`src/rtl/seq_divider.sv`:
```
// Iterative restoring divider: one quotient bit per clock, valid/ready on both sides.
// Optional DIV_SIGNED_EN: two's-complement operands, truncating division, one extra
// FIX cycle to restore signs. Default build is unsigned with latency WIDTH.
module seq_divider #(
  parameter int unsigned WIDTH = 16
) (
  input  logic             clk,
  input  logic             reset,
  input  logic             in_valid,
  output logic             in_ready,
  input  logic [WIDTH-1:0] dividend,
  input  logic [WIDTH-1:0] divisor,
  output logic             out_valid,
  input  logic             out_ready,
  output logic [WIDTH-1:0] quotient,
  output logic [WIDTH-1:0] remainder,
  output logic             div_by_zero
);

  localparam int unsigned CntW = $clog2(WIDTH + 1);
  localparam logic [CntW-1:0] CntInit = CntW'(WIDTH);
  localparam logic [CntW-1:0] CntOne  = CntW'(1);

  localparam logic [1:0] StIdle = 2'd0;
  localparam logic [1:0] StBusy = 2'd1;
  localparam logic [1:0] StDone = 2'd2;
`ifdef DIV_SIGNED_EN
  localparam logic [1:0] StFix  = 2'd3;
`endif

  logic [1:0]       state_q, state_d;
  logic [WIDTH-1:0] rem_q, rem_d;         // working partial remainder
  logic [WIDTH-1:0] quo_q, quo_d;         // working dividend/quotient shift register
  logic [WIDTH-1:0] dvs_q, dvs_d;         // latched divisor (magnitude in signed mode)
  logic [CntW-1:0]  cnt_q, cnt_d;
  logic [WIDTH-1:0] quotient_q, quotient_d;
  logic [WIDTH-1:0] remainder_q, remainder_d;
  logic             dbz_q, dbz_d;
`ifdef DIV_SIGNED_EN
  logic             neg_quo_q, neg_quo_d;
  logic             neg_rem_q, neg_rem_d;
`endif

  logic             accept;
  logic             divisor_zero;
  logic [WIDTH-1:0] a_mag, b_mag;
  logic             a_neg, b_neg;
  logic [WIDTH:0]   rem_sh;
  logic             trial_ok;
  logic [WIDTH-1:0] trial_low;
  logic [WIDTH-1:0] rem_step, quo_step;
  logic             last_step;

  assign in_ready     = (state_q == StIdle);
  assign out_valid    = (state_q == StDone);
  assign quotient     = quotient_q;
  assign remainder    = remainder_q;
  assign div_by_zero  = dbz_q;
  assign accept       = in_valid & in_ready;
  assign divisor_zero = (divisor == '0);

  // Operand conditioning: magnitudes and sign flags for the signed variant.
  always_comb begin
`ifdef DIV_SIGNED_EN
    a_neg = dividend[WIDTH-1];
    b_neg = divisor[WIDTH-1];
    a_mag = a_neg ? (-dividend) : dividend;
    b_mag = b_neg ? (-divisor) : divisor;
`else
    a_neg = 1'b0;
    b_neg = 1'b0;
    a_mag = dividend;
    b_mag = divisor;
`endif
  end

  // One restoring step. The shifted remainder keeps its carry-out bit so divisors
  // with the MSB set still compare correctly; a successful trial always fits WIDTH bits.
  always_comb begin
    rem_sh    = {rem_q, quo_q[WIDTH-1]};
    trial_ok  = (rem_sh >= {1'b0, dvs_q});
    trial_low = WIDTH'(rem_sh - {1'b0, dvs_q});
    rem_step  = trial_ok ? trial_low : rem_sh[WIDTH-1:0];
    quo_step  = {quo_q[WIDTH-2:0], trial_ok};
    last_step = (cnt_q == CntOne);
  end

  // Next-state logic for the control FSM and datapath registers.
  always_comb begin
    state_d     = state_q;
    rem_d       = rem_q;
    quo_d       = quo_q;
    dvs_d       = dvs_q;
    cnt_d       = cnt_q;
    quotient_d  = quotient_q;
    remainder_d = remainder_q;
    dbz_d       = dbz_q;
`ifdef DIV_SIGNED_EN
    neg_quo_d   = neg_quo_q;
    neg_rem_d   = neg_rem_q;
`endif
    case (state_q)
      StIdle: begin
        if (accept) begin
          if (divisor_zero) begin
            // Divide by zero bypasses the iteration entirely.
            quotient_d  = '1;
            remainder_d = dividend;
            dbz_d       = 1'b1;
            state_d     = StDone;
          end else begin
            dvs_d   = b_mag;
            quo_d   = a_mag;
            rem_d   = '0;
            cnt_d   = CntInit;
            state_d = StBusy;
`ifdef DIV_SIGNED_EN
            neg_quo_d = a_neg ^ b_neg;
            neg_rem_d = a_neg;
`endif
          end
        end
      end
      StBusy: begin
        rem_d = rem_step;
        quo_d = quo_step;
        cnt_d = cnt_q - CntOne;
        if (last_step) begin
`ifdef DIV_SIGNED_EN
          state_d = StFix;
`else
          quotient_d  = quo_step;
          remainder_d = rem_step;
          dbz_d       = 1'b0;
          state_d     = StDone;
`endif
        end
      end
`ifdef DIV_SIGNED_EN
      StFix: begin
        // Most-negative / -1 wraps naturally: magnitude 2^(W-1) reinterpreted.
        quotient_d  = neg_quo_q ? (-quo_q) : quo_q;
        remainder_d = neg_rem_q ? (-rem_q) : rem_q;
        dbz_d       = 1'b0;
        state_d     = StDone;
      end
`endif
      StDone: begin
        if (out_ready) begin
          state_d = StIdle;
        end
      end
      default: state_d = StIdle;
    endcase
  end

  // State registers with synchronous active-high reset.
  always_ff @(posedge clk) begin
    if (reset) begin
      state_q     <= StIdle;
      rem_q       <= '0;
      quo_q       <= '0;
      dvs_q       <= '0;
      cnt_q       <= '0;
      quotient_q  <= '0;
      remainder_q <= '0;
      dbz_q       <= 1'b0;
`ifdef DIV_SIGNED_EN
      neg_quo_q   <= 1'b0;
      neg_rem_q   <= 1'b0;
`endif
    end else begin
      state_q     <= state_d;
      rem_q       <= rem_d;
      quo_q       <= quo_d;
      dvs_q       <= dvs_d;
      cnt_q       <= cnt_d;
      quotient_q  <= quotient_d;
      remainder_q <= remainder_d;
      dbz_q       <= dbz_d;
`ifdef DIV_SIGNED_EN
      neg_quo_q   <= neg_quo_d;
      neg_rem_q   <= neg_rem_d;
`endif
    end
  end

endmodule

```
`config.mk`:
```
export PLATFORM = sky130hd
export DESIGN_NAME = seq_divider
export DESIGN_NICKNAME = d
export VERILOG_FILES = /design/src/rtl/seq_divider.sv
export SDC_FILE = /design/constraint.sdc
export NUM_CORES = 1
export LEC_CHECK = 0
export ABC_AREA = 0
export CAP_MARGIN = 0
export CORE_MARGIN = 5
export CORE_UTILIZATION = 58
export DETAILED_ROUTE_END_ITERATION = 7
export GPL_ROUTABILITY_DRIVEN = 0
export HOLD_SLACK_MARGIN = 0.1
export PLACE_DENSITY = 0.93
export SYNTH_ARGS = -nofsm -noshare
export SYNTH_HDL_FRONTEND = slang
export SYNTH_SLANG_ARGS = --single-unit
```
`constraint.sdc`:
```
create_clock -name clk -period 6.4 [get_ports clk]
set_input_delay 0.64 -clock clk [delete_from_list [all_inputs] [get_ports clk]]
set_output_delay 0.64 -clock clk [all_outputs]
set_load 0.05 [all_outputs]
```
==> summary.md, run 1 <==
| Metric | Value |
|---|---|
| CTS buffer count | `9` |
| Run status | `complete, no violations` |
| Met2 wire length | `6370 um` |
| Final number of setup-violating endpoints | `0` |
| Area delta synth->final | `19.9%` |
| Effective utilization at floorplan | `0.594` |
| Clock skew after layout | `around 0.013 ns` |
| Worst r2r src | `quo_q[15]` |
| Antenna violations before repair | `0` |
| Gate count after technology mapping | `562` |
| Tightest slew margin relative to the limit | `0.279` |
| Deepest clock path buffer count | `2` |
| Worst setup EP type | `flip-flop` |
| Total via count in the routed design | `4509` |
| Number of fillers in the final layout | `570` |
| Most repeated cell in the gate-level netlist after synthesis | `sky130_fd_sc_hd__nand2_1` |
| Worst VDD drop | `~0.00035 V` |
| Detailed-route wire length on metal 1 | `4950 um` |
| Worst min-delay path category | `reg -> reg` |
| GRT overflow | `0` |
| Clock latency on the worst-skew pair | `approximately 0.37 ns` |
| Metal3 WL | `roughly 1200 um` |
| Final critical-path required period | `between 3 and 4 ns` |
| Die footprint | `9750 um2` |
| Max Used Layer | `met4` |
| Power density over cell area | `435 nW/um2` |
| Syn Area/Cell | `8.12 um2` |
| Chip height | `roughly 100 um` |
| Clock transition time at the flip-flop clock pins of the worst setup and hold paths | `0.10 ns` |
| Global Route Usage Sum | `0.266` |
| Synth area leaders | `sky130_fd_sc_hd__dfxtp_1, sky130_fd_sc_hd__nand2_1, sky130_fd_sc_hd__a21oi_1, sky130_fd_sc_hd__ha_1, sky130_fd_sc_hd__nor2_1` |
| Largest net degree at the start of global routing | `64` |
| Leading cell types by count after synthesis | `sky130_fd_sc_hd__nand2_1, sky130_fd_sc_hd__dfxtp_1, sky130_fd_sc_hd__nor2_1` |
| Clock tree from TritonCTS | `yes` |
| Placeable core area | `7690 um2` |
| Synth Flop Type | `sky130_fd_sc_hd__dfxtp_1` |
| Post-synthesis instance area | `~4600 um2` |
| Highest net fanout along the worst path | `3` |
| Distinct cell type count of the synthesized netlist | `61` |
| Final total negative setup slack | `0 ns` |
| Detailed-placement wirelength estimate | `~9300 um` |
| Placement Rows | `32` |
| Total iterations of the first detailed-routing run | `5` |
| Count of buffers inserted at the top-level ports | `70` |
| Static leakage power | `roughly 2.2 nW` |
| Gates resized, CTS repair | `0` |
| Area share of the largest cell type after synthesis | `0.386` |
| Count of pins over their slew limit | `0` |
| Critical Path Start Type | `flip-flop` |
| Maximum level of the CTS H-tree | `3` |
| Vias in the first global route | `about 4400` |
| CP arrival | `3.40 ns` |
| Num Clock Sinks | `88` |
| Number of nets in the final layout | `670` |
| Post-CTS Hold Fix Bufs | `0` |
| Cell at the root of the clock tree | `sky130_fd_sc_hd__clkbuf_8` |
| Die extent in x | `98.7 um` |
| Post-Syn Nets | `just over 600` |
| Sequential cell area fraction in the yosys report | `0.386` |
| Maximum operating frequency | `roughly 0.32 GHz` |
| I/O pin count | `71` |
| DR DRC count | `0` |
| Number of antenna cells inserted | `0` |
| Wire length per cell | `18.0 um` |
| Layout cells sized above 1 | `0.0774` |
| Number of warnings reported in the yosys synthesis log | `0` |
| DRC violation total after the first TritonRoute iteration | `446` |
| Transition time at the pin with the least slew margin | `1.08 ns` |
| WP data required | `6.66 ns` |
| Async SR Flop Fraction | `0` |
| Final Routed Wirelength | `approximately 13000 um` |
| Critical setup path kind | `reg -> reg` |
| DRT antenna net count | `0` |
| Final Cycle Share | `0.491` |
| Number of storage elements in the synthesis netlist | `88` |
| Wire length of the first global-routing pass | `21100 um` |
| Final count of hold timing violations | `0` |
| Number of flops mapped to enable cells by yosys | `0` |
| Startpoint of the most critical hold path | `dvs_q[3]` |
| Number of setup buffers added after CTS | `0` |
| Max-Cap Viols | `0` |
| Via density per instance | `6.25` |
| Dominant cell type by area after synthesis | `sky130_fd_sc_hd__dfxtp_1` |
| Final Hold Slack | `0.464 ns` |
| Unrepaired setup endpoints after global routing | `no` |
| Launching element of the worst setup path | `quo_q[15]` |
-- cells by family (layout without fill, tap and decap cells) --
kind of cell               Yosys count  in the layout  synth area share
and+or+nand+nor                    229            229             0.227
muxes                               16             16            0.0359
adders and majority gates           19             19            0.0537
AOI/OAI and AO/OA                  137            137             0.214
buffers and inverters               59            117            0.0567
DFF                                 88             88             0.386
xor gates and xnor gates            14             14            0.0269
-- worst max-delay path, cell delays in order (launching register included) --
cell and delay [ns]:
sky130_fd_sc_hd__dfxtp_1 0.34, sky130_fd_sc_hd__inv_1 0.10, sky130_fd_sc_hd__ha_1 0.20, sky130_fd_sc_hd__inv_1 0.08, sky130_fd_sc_hd__fa_1 0.45, sky130_fd_sc_hd__a211oi_1 0.44, sky130_fd_sc_hd__o211ai_1 0.23, sky130_fd_sc_hd__a41oi_1 0.45
sky130_fd_sc_hd__o21ai_0 0.17, sky130_fd_sc_hd__mux2_2 0.25, sky130_fd_sc_hd__nor3_1 0.04, sky130_fd_sc_hd__a221o_1 0.28
-- path summary, 6_finish.rpt --
path / endpoint / slack (ns) / cells after the start
worst min register to register: dvs_q[3] / 0.46 / 2
worst max register to register: rem_q[12] / 3.26 / 11
worst max-delay path: rem_q[12] / 3.26 / 11
worst min-delay path: dvs_q[3] / 0.46 / 2
-- final cells by class --
class                   instances  area (um2)  share of cell area
well taps                     102         128              0.0233
inverters                      26        97.6              0.0178
repair buffers                 75         733               0.134
multi-input cells             415        2560               0.467
flip-flops and latches         88        1760               0.322
clock inverters                 7        75.1              0.0137
clock buffers                   9         124              0.0226
-- state kept, by name (all words and copies together) (netlist names) --
| signal | flops |
|---|---|
| state_q | 2 |
| dvs_q | 16 |
| div_by_zero | 1 |
| rem_q | 16 |
| cnt_q | 5 |
| quo_q | 16 |
| remainder | 16 |
| quotient | 16 |
-- power breakdown --
group	switching, mW	leakage (nW)	internal (mW)
Clock	0.234	0.0981	0.154
Combinational	0.809	1.34	0.484
Sequential	0.0695	0.723	0.630
-- per-stage QoR --
step                setup WS [ns]  cells  instance area [um2]  power [mW]   util
finish                       3.26    722                 5480        2.38  0.712
global route                 3.12    722                 5480        2.50  0.712
CTS                          3.32    722                 5480        2.35  0.712
detailed placement           3.03    706                 5280        1.96  0.686
global placement             3.09    706                 5280        1.92  0.686
floorplan                    3.97    562                 4570        1.69      -
-- cell usage in the layout (no fill, tap or decap), types with 6 or more instances in the layout --
master                            instances
sky130_fd_sc_hd__nand2_1                 96
sky130_fd_sc_hd__clkdlybuf4s50_1         69
sky130_fd_sc_hd__a21o_1                   8
sky130_fd_sc_hd__a21oi_1                 44
sky130_fd_sc_hd__ha_1                    18
sky130_fd_sc_hd__mux2i_1                 13
sky130_fd_sc_hd__a221oi_2                 7
sky130_fd_sc_hd__nor3_1                  39
sky130_fd_sc_hd__xor2_1                   9
sky130_fd_sc_hd__nor2_1                  59
sky130_fd_sc_hd__o21ai_0                 19
sky130_fd_sc_hd__dfxtp_1                 88
sky130_fd_sc_hd__a311oi_1                16
sky130_fd_sc_hd__clkbuf_8                 9
sky130_fd_sc_hd__inv_1                   25
sky130_fd_sc_hd__o221ai_1                 6
-- per-layer routing --
layer | up-vias | GRT usage
li1 | 2098 | -
met1 | 2062 | 0.322
met2 | 282 | 0.453
met3 | 67 | 0.0566
met4 | 0 | 0.121
met5 | - | 0
(Power assumes the default switching activity.)
==> inputs of run 2 (changes only) <==
- CORE_UTILIZATION: 58 -> 54
- PLACE_DENSITY: 0.93 -> 0.88
- clock period: 6.4 -> 3 ns (I/O delays scaled with it)
==> run 2 against run 1 <==
Sequential power up 110%. Register-to-register slack got worse by 3.0 ns. First-iteration DRC count is 16% lower. Power up 110%. Clock power increased by 110%. Critical endpoint is now rem_q[15]. Largest cell class unchanged. Largest power group unchanged.
==> summary.md, run 2 (synthesis results as in run 1) <==
| Metric | Value |
|---|---|
| Run status | `complete, no violations` |
| R2r endpoint | `rem_q[15]` |
| WP data required | `3.23 ns (-3.43 ns)` |
| DR DRC count | `0 (unchanged)` |
| Detailed-placement wirelength estimate | `9350 um (+0.82%)` |
| Number of antenna cells inserted | `0 (unchanged)` |
| Cell depth of the worst flop-to-flop path | `9 (-2)` |
| Critical setup path kind | `reg -> reg` |
| Util after Layout | `0.672 (-0.0402)` |
| Vias in the first global route | `4205 (-3.4%)` |
| Worst VDD drop | `0.000540 V (+53%)` |
| Cell at the root of the clock tree | `sky130_fd_sc_hd__clkbuf_8` |
| Final critical-path required period | `2.79 ns (-0.350 ns)` |
| Highest net fanout along the worst path | `14 (+11)` |
| Placement Rows | `33 (+3.1%)` |
| Power density over cell area | `919 nW/um2 (+110%)` |
| Total via count in the routed design | `4475 (-0.75%)` |
| Chip height | `102 um (+3.3%)` |
| Largest net degree at the start of global routing | `36 (-44%)` |
| Worst r2r src | `rem_q[1]` |
| Clock skew after layout | `0.0183 ns (+0.00498 ns)` |
| Final Routed Wirelength | `12600 um (-3.3%)` |
| Wire length per cell | `17.3 um (-4.2%)` |
| Via density per instance | `6.14 (-1.7%)` |
| Num Clock Sinks | `88 (unchanged)` |
| I/O pin count | `71 (unchanged)` |
| Final total negative setup slack | `0 ns (unchanged)` |
| Count of buffers inserted at the top-level ports | `70 (unchanged)` |
| Gates resized, CTS repair | `0 (unchanged)` |
| Worst setup EP type | `flip-flop` |
| Antenna violations before repair | `0 (unchanged)` |
| Placeable core area | `8220 um2 (+6.9%)` |
| CP arrival | `3.02 ns (-0.38 ns)` |
| Clock latency on the worst-skew pair | `0.37 ns (about the same)` |
| Max-Cap Viols | `0 (unchanged)` |
| Most common cell after layout, fill and taps aside | `sky130_fd_sc_hd__nand2_1` |
| Static leakage power | `2.19 nW (+1.0%)` |
| GRT overflow | `0 (unchanged)` |
| Count of pins over their slew limit | `0 (unchanged)` |
| Most frequent cells in the layout | `sky130_fd_sc_hd__nand2_1, sky130_fd_sc_hd__dfxtp_1, sky130_fd_sc_hd__clkdlybuf4s50_1` |
| CTS buffer count | `9 (unchanged)` |
| Clock tree from TritonCTS | `yes` |
| Die extent in x | `102 um (+3.3%)` |
| Final number of setup-violating endpoints | `0 (unchanged)` |
| Die footprint | `10400 um2 (+6.6%)` |
| Final Cycle Share | `0.930 (+0.440)` |
| Number of fillers in the final layout | `661 (+16%)` |
| Clock transition time at the flip-flop clock pins of the worst setup and hold paths | `0.10 ns (about the same)` |
| Worst min-delay path category | `reg -> reg` |
| Tightest slew margin relative to the limit | `0.306 (+0.0269)` |
| Effective utilization at floorplan | `0.556 (-0.0383)` |
| Number of setup buffers added after CTS | `0 (unchanged)` |
| DRC violation total after the first TritonRoute iteration | `373 (-16%)` |
| Maximum operating frequency | `0.358 GHz (+13%)` |
| Wire length of the first global-routing pass | `20100 um (-4.7%)` |
| Maximum level of the CTS H-tree | `3 (unchanged)` |
| Area delta synth->final | `20.9%` |
| Layout cells sized above 1 | `0.0833 (+0.00591)` |
| Setup slack, reg-to-reg | `0.21 ns (-3.05 ns)` |
| DRT antenna net count | `0 (unchanged)` |
| Endpoint of the worst setup timing path | `rem_q[15]` |
| Deepest clock path buffer count | `2 (unchanged)` |
| Final count of hold timing violations | `0 (unchanged)` |
| Launching element of the worst setup path | `rem_q[1]` |
| Number of nets in the final layout | `674 (+0.60%)` |
| Transition time at the pin with the least slew margin | `1.04 ns (-0.0421 ns)` |
| Global Route Usage Sum | `0.243 (-0.0231)` |
| Total iterations of the first detailed-routing run | `7 (+2)` |
| Critical Path Start Type | `flip-flop` |
| Unrepaired setup endpoints after global routing | `no` |
| Post-CTS Hold Fix Bufs | `0 (unchanged)` |
-- run 2: area by class of cell --
cell class / count / area, um2 / share of cell area
Multi-Input combinational cell: 415 / 2560 / 0.464
Sequential cell: 88 / 1760 / 0.319
Timing Repair Buffer: 79 / 776 / 0.140
Tap cell: 105 / 131 / 0.0238
Clock buffer: 9 / 124 / 0.0224
Inverter: 26 / 97.6 / 0.0177
Clock inverter: 7 / 70.1 / 0.0127
-- run 2: per-layer routing --
metal / global-route usage / share of wire
met1: 0.322 / 0.42
met3: 0.0389 / 0.087
met5: 0 / 0
met2: 0.395 / 0.47
met4: 0.103 / 0.026
-- run 2: power breakdown --
group          internal (mW)  switching (mW)  leakage (nW)
clock network          0.329           0.487        0.0977
logic                   1.10            1.67          1.36
registers               1.34           0.147         0.723
-- run 2: worst min-delay path by stage --
stage                start            to  depth (start not counted)
6_report          dvs_q[2]      dvs_q[2]                          2
5_1_grt              reset   quotient[7]                          2
4_1_cts              reset  quotient[15]                          2
3_5_place_dp      dvs_q[3]      dvs_q[3]                          2
3_3_place_gp      dvs_q[6]      dvs_q[6]                          2
2_1_floorplan  divisor[10]     dvs_q[10]                          2
-- run 2: through the flow --
step                instances  worst slack (ns)  area (um2)  power (mW)  hold slack [ns]
global placement          713             0.310        5320        4.12            0.445
CTS                       729             0.299        5510        5.02            0.461
floorplan                 562             0.569        4570        3.61            0.436
global route              729            0.0844        5520        5.35            0.479
finish                    729             0.209        5520        5.07            0.466
detailed placement        713             0.269        5320        4.21            0.450
-- run 2: critical path, cell delays in order (launching register included) --
cell                       delay [ns]
sky130_fd_sc_hd__dfxtp_1         0.35
sky130_fd_sc_hd__ha_1            0.41
sky130_fd_sc_hd__a21oi_2         0.18
sky130_fd_sc_hd__nand2_1         0.11
sky130_fd_sc_hd__a221oi_2        0.35
sky130_fd_sc_hd__o21ai_2         0.14
sky130_fd_sc_hd__a21oi_4         0.39
sky130_fd_sc_hd__buf_4           0.28
sky130_fd_sc_hd__mux2i_1         0.32
sky130_fd_sc_hd__o21ai_0         0.13
==> inputs of run 3 (changes only) <==
- PLACE_DENSITY: 0.88 -> 0.89
==> run 3 against run 2 <==
Utilization up 0.15 points. First-iteration DRC count grew 18%. Sequential power barely moved. Register-to-register slack gained 0.03 ns. Clock-buffer cell count unchanged. Die area unchanged. Cell area is 0.23% higher. Maximum frequency increased by 1.0%. Critical path depth is 1 higher. Sequential share of layout area shrank 0.072 points. Worst setup slack improved by 0.028 ns.
==> summary.md, run 3 (synthesis results as in run 1) <==
| Metric | Value |
|---|---|
| Post-CTS Hold Fix Bufs | `0 (unchanged)` |
| Maximum level of the CTS H-tree | `3 (unchanged)` |
| Deepest clock path buffer count | `2 (unchanged)` |
| GRT overflow | `0 (unchanged)` |
| Area taken by flip-flops and latches | `1760 um2 (unchanged)` |
| DRC violation total after the first TritonRoute iteration | `440 (+18%)` |
| Chip height | `102 um (unchanged)` |
| Combinational cell fraction of total power | `0.552 (+0.007)` |
| DRT antenna net count | `0 (unchanged)` |
| Die footprint | `10400 um2 (unchanged)` |
| Worst setup EP type | `flip-flop` |
| Worst VDD drop | `0.000519 V (-3.9%)` |
| Largest net degree at the start of global routing | `38 (+5.6%)` |
| Number of antenna cells inserted | `0 (unchanged)` |
| Run status | `complete, no violations` |
| Clock skew after layout | `0.0202 ns (+0.00184 ns)` |
| Max Used Layer | `met4` |
| Transition time at the pin with the least slew margin | `1.10 ns (+0.0607 ns)` |
| Antenna violations before repair | `0 (unchanged)` |
| Power density over cell area | `932 nW/um2 (+1.4%)` |
| Detailed-route wire length on metal 1 | `5260 um (-0.23%)` |
| Clock transition time at the flip-flop clock pins of the worst setup and hold paths | `0.10 ns (about the same)` |
| Area delta synth->final | `21.2%` |
| Final count of hold timing violations | `0 (unchanged)` |
| Placeable core area | `8220 um2 (unchanged)` |
| Final critical-path required period | `2.76 ns (-0.0284 ns)` |
| Wire length per cell | `17.4 um (+0.84%)` |
| Wire length of the first global-routing pass | `20000 um (-0.79%)` |
| Gates resized, CTS repair | `0 (unchanged)` |
| Global Route Usage Sum | `0.241 (-0.00239)` |
| I/O pin count | `71 (unchanged)` |
| Internal power of the cells | `2.80 mW (+0.95%)` |
| Number of nets in the final layout | `676 (+0.30%)` |
| Unrepaired setup endpoints after global routing | `no` |
| Count of pins over their slew limit | `0 (unchanged)` |
| Number of setup buffers added after CTS | `0 (unchanged)` |
| Worst min-delay path category | `in -> reg` |
| Final total negative setup slack | `0 ns (unchanged)` |
| Effective utilization at floorplan | `0.556 (unchanged)` |
| Final number of setup-violating endpoints | `0 (unchanged)` |
| Most common cell after layout, fill and taps aside | `sky130_fd_sc_hd__nand2_1` |
| Die extent in x | `102 um (unchanged)` |
| Tightest slew margin relative to the limit | `0.265 (-0.0407)` |
| Highest net fanout along the worst path | `9 (-5)` |
| Vias in the first global route | `4245 (+0.95%)` |
| Layout cells sized above 1 | `0.0847 (+0.00133)` |
| Clock power share | `0.158 (-0.003)` |
| Final Cycle Share | `0.921 (-0.00947)` |
| Count of buffers inserted at the top-level ports | `70 (unchanged)` |
| Total iterations of the first detailed-routing run | `5 (-2)` |
| DR DRC count | `0 (unchanged)` |
| Final Routed Wirelength | `12700 um (+1.1%)` |
| CTS buffer count | `9 (unchanged)` |
| WP data required | `3.22 ns (about the same)` |
| Detailed-placement wirelength estimate | `9380 um (+0.32%)` |
| Placement Rows | `33 (unchanged)` |
| Area of combinational cells with multiple inputs | `2550 um2 (-0.29%)` |
| Number of fillers in the final layout | `634 (-4.1%)` |
| Clock latency on the worst-skew pair | `0.37 ns (about the same)` |
| Most frequent cells in the layout | `sky130_fd_sc_hd__nand2_1, sky130_fd_sc_hd__dfxtp_1, sky130_fd_sc_hd__clkdlybuf4s50_1` |
| Maximum operating frequency | `0.362 GHz (+1.0%)` |
| CP arrival | `2.99 ns (-0.03 ns)` |
| Sw Ratio | `0.457 (+0.00357)` |
| Area post-placement | `5340 um2 (+0.28%)` |
| Summed area of non-filler cells in the final layout | `5530 um2 (+0.23%)` |
| Static leakage power | `2.19 nW (+0.42%)` |
| Clock tree from TritonCTS | `yes` |
| Critical setup path kind | `reg -> reg` |
| Max-Cap Viols | `0 (unchanged)` |
| Cell at the root of the clock tree | `sky130_fd_sc_hd__clkbuf_8` |
| Switching power of the nets | `2.36 mW (+2.4%)` |
| Critical Path Start Type | `flip-flop` |
| Fraction of power consumed by sequential logic | `0.290 (-0.004)` |
| Metal3 WL | `1080 um (-1.2%)` |
| Num Clock Sinks | `88 (unchanged)` |
| Total via count in the routed design | `4473 (-0.045%)` |
| Met2 wire length | `5980 um (+1.1%)` |
| Via density per instance | `6.12 (-0.32%)` |
[run 3: cell types whose count changed in the layout (fill, tap and decap cells not counted), sizes merged]
cell and change:
buf +2, inv -2, clkinv +2
[run 3: layout make-up]
| type | instances | area share |
|---|---|---|
| multi-input cells | 415 | 0.461 |
| flip-flops and latches | 88 | 0.318 |
| repair buffers | 81 | 0.143 |
| well taps | 105 | 0.0237 |
| clock buffers | 9 | 0.0224 |
| inverters | 26 | 0.0176 |
| clock inverters | 7 | 0.0136 |
[run 3: through the flow]
step	std cells	hold WS [ns]	util	total power, mW	worst slack [ns]
2_1_floorplan	562	0.436	-	3.61	0.569
6_report	731	0.468	0.674	5.16	0.237
4_1_cts	731	0.458	0.674	5.09	0.293
5_1_grt	731	0.475	0.674	5.40	0.0855
3_5_place_dp	715	0.451	0.649	4.27	0.292
3_3_place_gp	715	0.442	0.649	4.17	0.325
[run 3: power by group through the flow]
stage	clock network [mW]	registers, mW	logic [mW]
finish	0.814	1.50	2.85
global route	0.854	1.51	3.03
CTS	0.816	1.49	2.79
detailed placement	0	1.51	2.76
global placement	0	1.50	2.67
floorplan	0	1.69	1.92
[run 3: path summary, 6_finish.rpt]
check	startpoint	endpoint	slack, ns	depth (start not counted)
worst max register to register	dvs_q[2]	rem_q[6]	0.24	10
worst max-delay path	dvs_q[2]	rem_q[6]	0.24	10
worst min-delay path	reset	cnt_q[1]	0.47	2
worst min register to register	dvs_q[4]	dvs_q[4]	0.47	2
[run 3: metal layers]
layer	vias to the layer above	track usage
li1	2113	-
met1	2080	0.318
met2	241	0.387
met3	39	0.0355
met4	0	0.116
met5	-	0
[run 3: worst max-delay path: stages (launching register included)]
cell and delay, ns:
sky130_fd_sc_hd__dfxtp_1 0.35, sky130_fd_sc_hd__inv_1 0.06, sky130_fd_sc_hd__ha_1 0.36, sky130_fd_sc_hd__a21oi_2 0.18, sky130_fd_sc_hd__nand2_1 0.11, sky130_fd_sc_hd__a221oi_2 0.36
sky130_fd_sc_hd__o21ai_2 0.15, sky130_fd_sc_hd__a21oi_4 0.28, sky130_fd_sc_hd__buf_4 0.25, sky130_fd_sc_hd__mux2i_1 0.36, sky130_fd_sc_hd__o21ai_0 0.16
